$ cat src/rtl/l15_msg1_arb_pkg.sv
// Shared widths, message codes and arbiter state encodings for the
// L1.5 -> L2 msg1 request arbiter.
package l15_msg1_arb_pkg;

    localparam int MSG_WIDTH  = 8;
    localparam int DATA_WIDTH = 64;
    localparam int TAG_WIDTH  = 8;
    localparam int OWNER_BITS = 2;
    localparam int NUM_CORES  = 4;
    localparam int CNT_WIDTH  = 16;

    localparam logic [MSG_WIDTH-1:0] MSG_TYPE_EMPTY = 8'd0;

    typedef enum logic {
        ARB_ST_ARB  = 1'b0,
        ARB_ST_HOLD = 1'b1
    } arb_st_e;

endpackage

$ cat src/rtl/l15_msg1_arb_rr_pick4.sv
// Combinational 4-way rotating priority picker: first set request
// searching ptr, ptr+1, ptr+2, ptr+3 (mod 4).
module rr_pick4 (
    input  logic [3:0] req,
    input  logic [1:0] ptr,
    output logic [1:0] gnt,
    output logic       any
);

    logic [1:0] idx;

    // Walk from farthest to nearest offset so the nearest hit wins.
    always_comb begin
        gnt = 2'd0;
        any = 1'b0;
        idx = 2'd0;
        for (int k = 3; k >= 0; k--) begin
            idx = ptr + 2'(k);
            if (req[idx]) begin
                gnt = idx;
                any = 1'b1;
            end
        end
    end

endmodule

$ cat src/rtl/l15_msg1_arb.sv
// Round-robin arbiter sharing the L1.5 -> L2 msg1 channel among four cores.
// Optional per-core grant counters are enabled with CCP_ARB_STATS_EN.
module l15_msg1_arb
    import l15_msg1_arb_pkg::*;
(
    input  logic                            clk,
    input  logic                            rst,
    input  logic [NUM_CORES-1:0]            req_valid,
    output logic [NUM_CORES-1:0]            req_ready,
    input  logic [NUM_CORES*MSG_WIDTH-1:0]  req_type,
    input  logic [NUM_CORES*DATA_WIDTH-1:0] req_data,
    input  logic [NUM_CORES*TAG_WIDTH-1:0]  req_tag,
    output logic                            msg1_valid,
    input  logic                            msg1_ready,
    output logic [MSG_WIDTH-1:0]            msg1_type,
    output logic [DATA_WIDTH-1:0]           msg1_data,
    output logic [TAG_WIDTH-1:0]            msg1_tag,
    output logic [OWNER_BITS-1:0]           msg1_source
`ifdef CCP_ARB_STATS_EN
   ,output logic [NUM_CORES*CNT_WIDTH-1:0]  grant_cnt
`endif
);

    logic [NUM_CORES-1:0]                 buf_v;
    logic [NUM_CORES-1:0][MSG_WIDTH-1:0]  buf_type;
    logic [NUM_CORES-1:0][DATA_WIDTH-1:0] buf_data;
    logic [NUM_CORES-1:0][TAG_WIDTH-1:0]  buf_tag;

    arb_st_e         state_q, state_d;
    logic [1:0]      ptr_q, ptr_d;
    logic [1:0]      hold_q, hold_d;
    logic [1:0]      pick;
    logic            any;
    logic [1:0]      gnt;
    logic            drain;
    logic [NUM_CORES-1:0] drain_vec;
    logic [NUM_CORES-1:0] load;

    rr_pick4 u_pick (
        .req (buf_v),
        .ptr (ptr_q),
        .gnt (pick),
        .any (any)
    );

    assign gnt        = (state_q == ARB_ST_HOLD) ? hold_q : pick;
    assign msg1_valid = (state_q == ARB_ST_HOLD) || any;
    assign drain      = msg1_valid && msg1_ready;

    always_comb begin
        drain_vec = '0;
        load      = '0;
        for (int i = 0; i < NUM_CORES; i++) begin
            drain_vec[i] = drain && (gnt == 2'(i));
            load[i]      = req_valid[i] && req_ready[i] &&
                           (req_type[i*MSG_WIDTH +: MSG_WIDTH] != MSG_TYPE_EMPTY);
        end
    end

    assign req_ready = ~buf_v | drain_vec;

    always_ff @(posedge clk) begin
        if (!rst) begin
            buf_v <= '0;
        end else begin
            for (int i = 0; i < NUM_CORES; i++) begin
                if (load[i])
                    buf_v[i] <= 1'b1;
                else if (drain_vec[i])
                    buf_v[i] <= 1'b0;
            end
        end
    end

    // Payload needs no reset; it is only observed behind buf_v.
    always_ff @(posedge clk) begin
        for (int i = 0; i < NUM_CORES; i++) begin
            if (load[i]) begin
                buf_type[i] <= req_type[i*MSG_WIDTH +: MSG_WIDTH];
                buf_data[i] <= req_data[i*DATA_WIDTH +: DATA_WIDTH];
                buf_tag[i]  <= req_tag[i*TAG_WIDTH +: TAG_WIDTH];
            end
        end
    end

    always_ff @(posedge clk) begin
        if (!rst) begin
            state_q <= ARB_ST_ARB;
            ptr_q   <= 2'd0;
            hold_q  <= 2'd0;
        end else begin
            state_q <= state_d;
            ptr_q   <= ptr_d;
            hold_q  <= hold_d;
        end
    end

    always_comb begin
        state_d = state_q;
        ptr_d   = ptr_q;
        hold_d  = hold_q;
        unique case (state_q)
            ARB_ST_ARB: begin
                if (any) begin
                    if (msg1_ready) begin
                        ptr_d = pick + 2'd1;
                    end else begin
                        state_d = ARB_ST_HOLD;
                        hold_d  = pick;
                    end
                end
            end
            ARB_ST_HOLD: begin
                if (msg1_ready) begin
                    ptr_d   = hold_q + 2'd1;
                    state_d = ARB_ST_ARB;
                end
            end
        endcase
    end

    always_comb begin
        msg1_type   = MSG_TYPE_EMPTY;
        msg1_data   = '0;
        msg1_tag    = '0;
        msg1_source = '0;
        if (msg1_valid) begin
            msg1_type   = buf_type[gnt];
            msg1_data   = buf_data[gnt];
            msg1_tag    = buf_tag[gnt];
            msg1_source = gnt;
        end
    end

`ifdef CCP_ARB_STATS_EN
    logic [NUM_CORES-1:0][CNT_WIDTH-1:0] cnt_q;

    always_ff @(posedge clk) begin
        if (!rst) begin
            cnt_q <= '0;
        end else begin
            for (int i = 0; i < NUM_CORES; i++) begin
                if (drain_vec[i] && (cnt_q[i] != {CNT_WIDTH{1'b1}}))
                    cnt_q[i] <= cnt_q[i] + 1'b1;
            end
        end
    end

    assign grant_cnt = cnt_q;
`endif

endmodule

$ cat config.mk
export PLATFORM = sky130hd
export DESIGN_NAME = l15_msg1_arb
export DESIGN_NICKNAME = d
export VERILOG_FILES = /design/src/rtl/l15_msg1_arb_pkg.sv /design/src/rtl/l15_msg1_arb_rr_pick4.sv /design/src/rtl/l15_msg1_arb.sv
export SDC_FILE = /design/constraint.sdc
export NUM_CORES = 1
export LEC_CHECK = 0
export CORE_ASPECT_RATIO = 1.4
export CORE_MARGIN = 2
export CORE_UTILIZATION = 43
export DETAILED_ROUTE_END_ITERATION = 10
export GPL_TIMING_DRIVEN = 0
export PLACE_DENSITY = 0.73
export SETUP_SLACK_MARGIN = 0.5
export SLEW_MARGIN = 25
export SYNTH_ARGS = -nofsm -noshare
export SYNTH_HDL_FRONTEND = slang
export SYNTH_SLANG_ARGS = --single-unit
$ cat constraint.sdc
create_clock -name clk -period 16.2 [get_ports clk]
set_clock_uncertainty 0.2 [all_clocks]
set_input_delay 2.43 -clock clk [delete_from_list [all_inputs] [get_ports clk]]
set_output_delay 2.43 -clock clk [all_outputs]
set_load 0.1 [all_outputs]
==> impl_metrics.ini <==
[clocking]
clk_pin_slew_ns = 0.06
tritoncts = yes
htreeDepth = 2
clk_latency_ns = 0.52
post_cts_buffers = 0
clkSinkCount = 329
cts_root_buf = clkbuf_16
clockBufferDepth = 3
post_cts_resize_count = 0
cts_hold_buf = 0
cts_buffers = 35

[floorplanning]
die_h_um = 226
dieWidth_um = 162
ioPinCount = 414
die_area_um2 = 36600
core_area_um2 = 34800
rows = 81
start_util = 0.434

[placed_design]
placed_cells = 2034
dp_hpwl_um = 35100
portBuffers = 412
gp_congestion = 0.839

[finish]
nNetsFinal = 1942
layout-area-overhead-vs-synth_pct = 40.5
layout.cells.non_filler = 2100
drive_gt1_frac = 0.0488

[logic_synthesis]
yosys.area.top_type = edfxtp_1
synth-edff-count = 320
ys.flop_type = edfxtp_1
syn_area_um2 = 15100
synth_warnings = 0
synth_cell_type_count = 35
synth_cells = 1152
ys_seq_area_frac = 0.650
ys_seq_elements = 329
async_flop_share = 0
syn_nets = 1479
synth.area.top_cells = edfxtp_1 (64%), mux2i_1 (11%), o221ai_1 (9.3%)
avgSynthCellArea_um2 = 13.1
synth_top_area_share = 0.638

[sta]
setup_viol = 0
max_slew_margin = 0.245
setup_tns_ns = 0
rsz0062_at_grt = false
worst_pin_slew_ns = 1.13
period_share = 0.469
slew_viol_final = 0
fmaxAchievable_mhz = 132
min_period_ns = 7.60
hold_viol_final = 0

[route]
wirelength_um = 47600
drc_errors = 0
wl_per_cell_um = 22.7
drtIter0Drc = 774
ant_nets = 0
routed-via-count = 12100
via_per_inst = 5.74
firstDrtPassIters = 5

[global_routing]
grt_pass1_vias = 12400
grt_pass1_wl_um = 70700
grt_antenna_before_repair = 12
globalRouteTotalUtil = 0.256
overflow = 0
grt_start_max_net_pins = 25

[critical_path]
worstSetupPathType = in -> out
cp-end-kind = output port
reg2reg_depth = 9
start_kind = input pin
worstPathArrival_ns = 4.97
path_max_fanout = 8
crit_required_ns = 13.57

[power]
vdd_drop_max_mv = 0.0848
powerDensity_nw_per_um2 = 132
leakage_nw = 7.29

[outcome]
status = finished clean

[worst_hold_path]
hold_class = reg -> reg
worstHoldPathCells = 2

[flow_run]
drv_cap = 0
[Yosys cell counts (2+ instances only)]
cell / count
edfxtp_1: 320
nor2_1: 165
mux2i_1: 161
nor3_1: 160
o221ai_1: 160
clkbuf_1: 91
buf_2: 11
dfxtp_1: 9
inv_1: 8
nand2_1: 8
nor2b_1: 8
nor4_1: 7
buf_1: 6
a21boi_0: 5
nand3_1: 4
o21a_1: 4
o21ai_0: 4
a31oi_1: 2
and2_1: 2
or4_1: 2
[state kept, by name, summed over array words and instances, names as in the netlist]
signal	cells
buf_type	32
buf_data	256
hold_q	2
state_q	1
buf_v	4
ptr_q	2
buf_tag	32
[layout make-up]
cell class / instances / area [µm²]
tap: 456 / 571
fill: 2755 / 13600
timing repair buffer: 426 / 4460
sequential: 329 / 9790
multi-input combinational: 707 / 4860
buffer: 108 / 420
clock inverter: 17 / 81.3
inverter: 8 / 30.0
clock buffer: 43 / 948
antenna: 6 / 15.0
[metrics by stage]
step	utilization	hold slack (ns)	setup WS [ns]	power (mW)	cell area [µm²]
detailed placement	0.579	0.283	8.61	2.09	20100
finish	0.609	0.295	8.60	2.80	21200
global placement	0.569	0.277	5.74	2.07	19800
CTS	0.609	0.291	8.60	2.82	21200
floorplan	-	0.257	9.19	1.77	15100
global route	0.609	0.344	8.46	2.90	21200
[placed cells by master (no fill, tap or decap), drive strengths merged, types with 4 or more instances in the layout]
master         count
nor2             165
nand3              4
mux2i            161
o21ai              4
nor3             160
buf               31
nand2              8
a21boi             5
o221ai           160
clkbuf           134
o21a               4
clkdlybuf4s50    412
dfxtp              9
edfxtp           320
nor2b              8
diode              6
clkinv            17
nor4               8
inv                8
[per-layer routing]
metal,routed length (µm),GRT usage
met1,16900,0.293
met5,92,0
met4,2030,0.112
met3,3390,0.0536
met2,25200,0.458
[logic make-up after synthesis]
group                  after synthesis  share of synthesized area
AND/OR/NAND/NOR                    362                      0.109
flip-flops                         329                      0.650
AO/OA/AOI/OAI                      182                      0.103
multiplexers                       161                      0.107
buffers and inverters              116                     0.0298
XOR/XNOR                             2                    0.00116
[worst max-delay path, cell delays in order]
cell and delay (ns):
clkdlybuf4s50_1 0.65, nand2_1 0.20, o311a_1 0.42, inv_1 0.09, clkdlybuf4s50_1 1.16
[final timing paths]
check             slack, ns  startpoint            to
hold / removal         0.29    ptr_q[0]      ptr_q[0]
setup / recovery       8.60  msg1_ready  req_ready[3]
setup reg to reg      12.47    buf_v[3]  buf_data[95]
hold reg to reg        0.29    ptr_q[0]      ptr_q[0]
[report_power, final]
| group | switching [mW] | internal (mW) | leakage, nW |
|---|---|---|---|
| sequential | 0.0261 | 1.00 | 3.13 |
| combinational | 0.729 | 0.309 | 3.64 |
| clock | 0.316 | 0.415 | 0.516 |
Power figures use the tool's default switching activity.
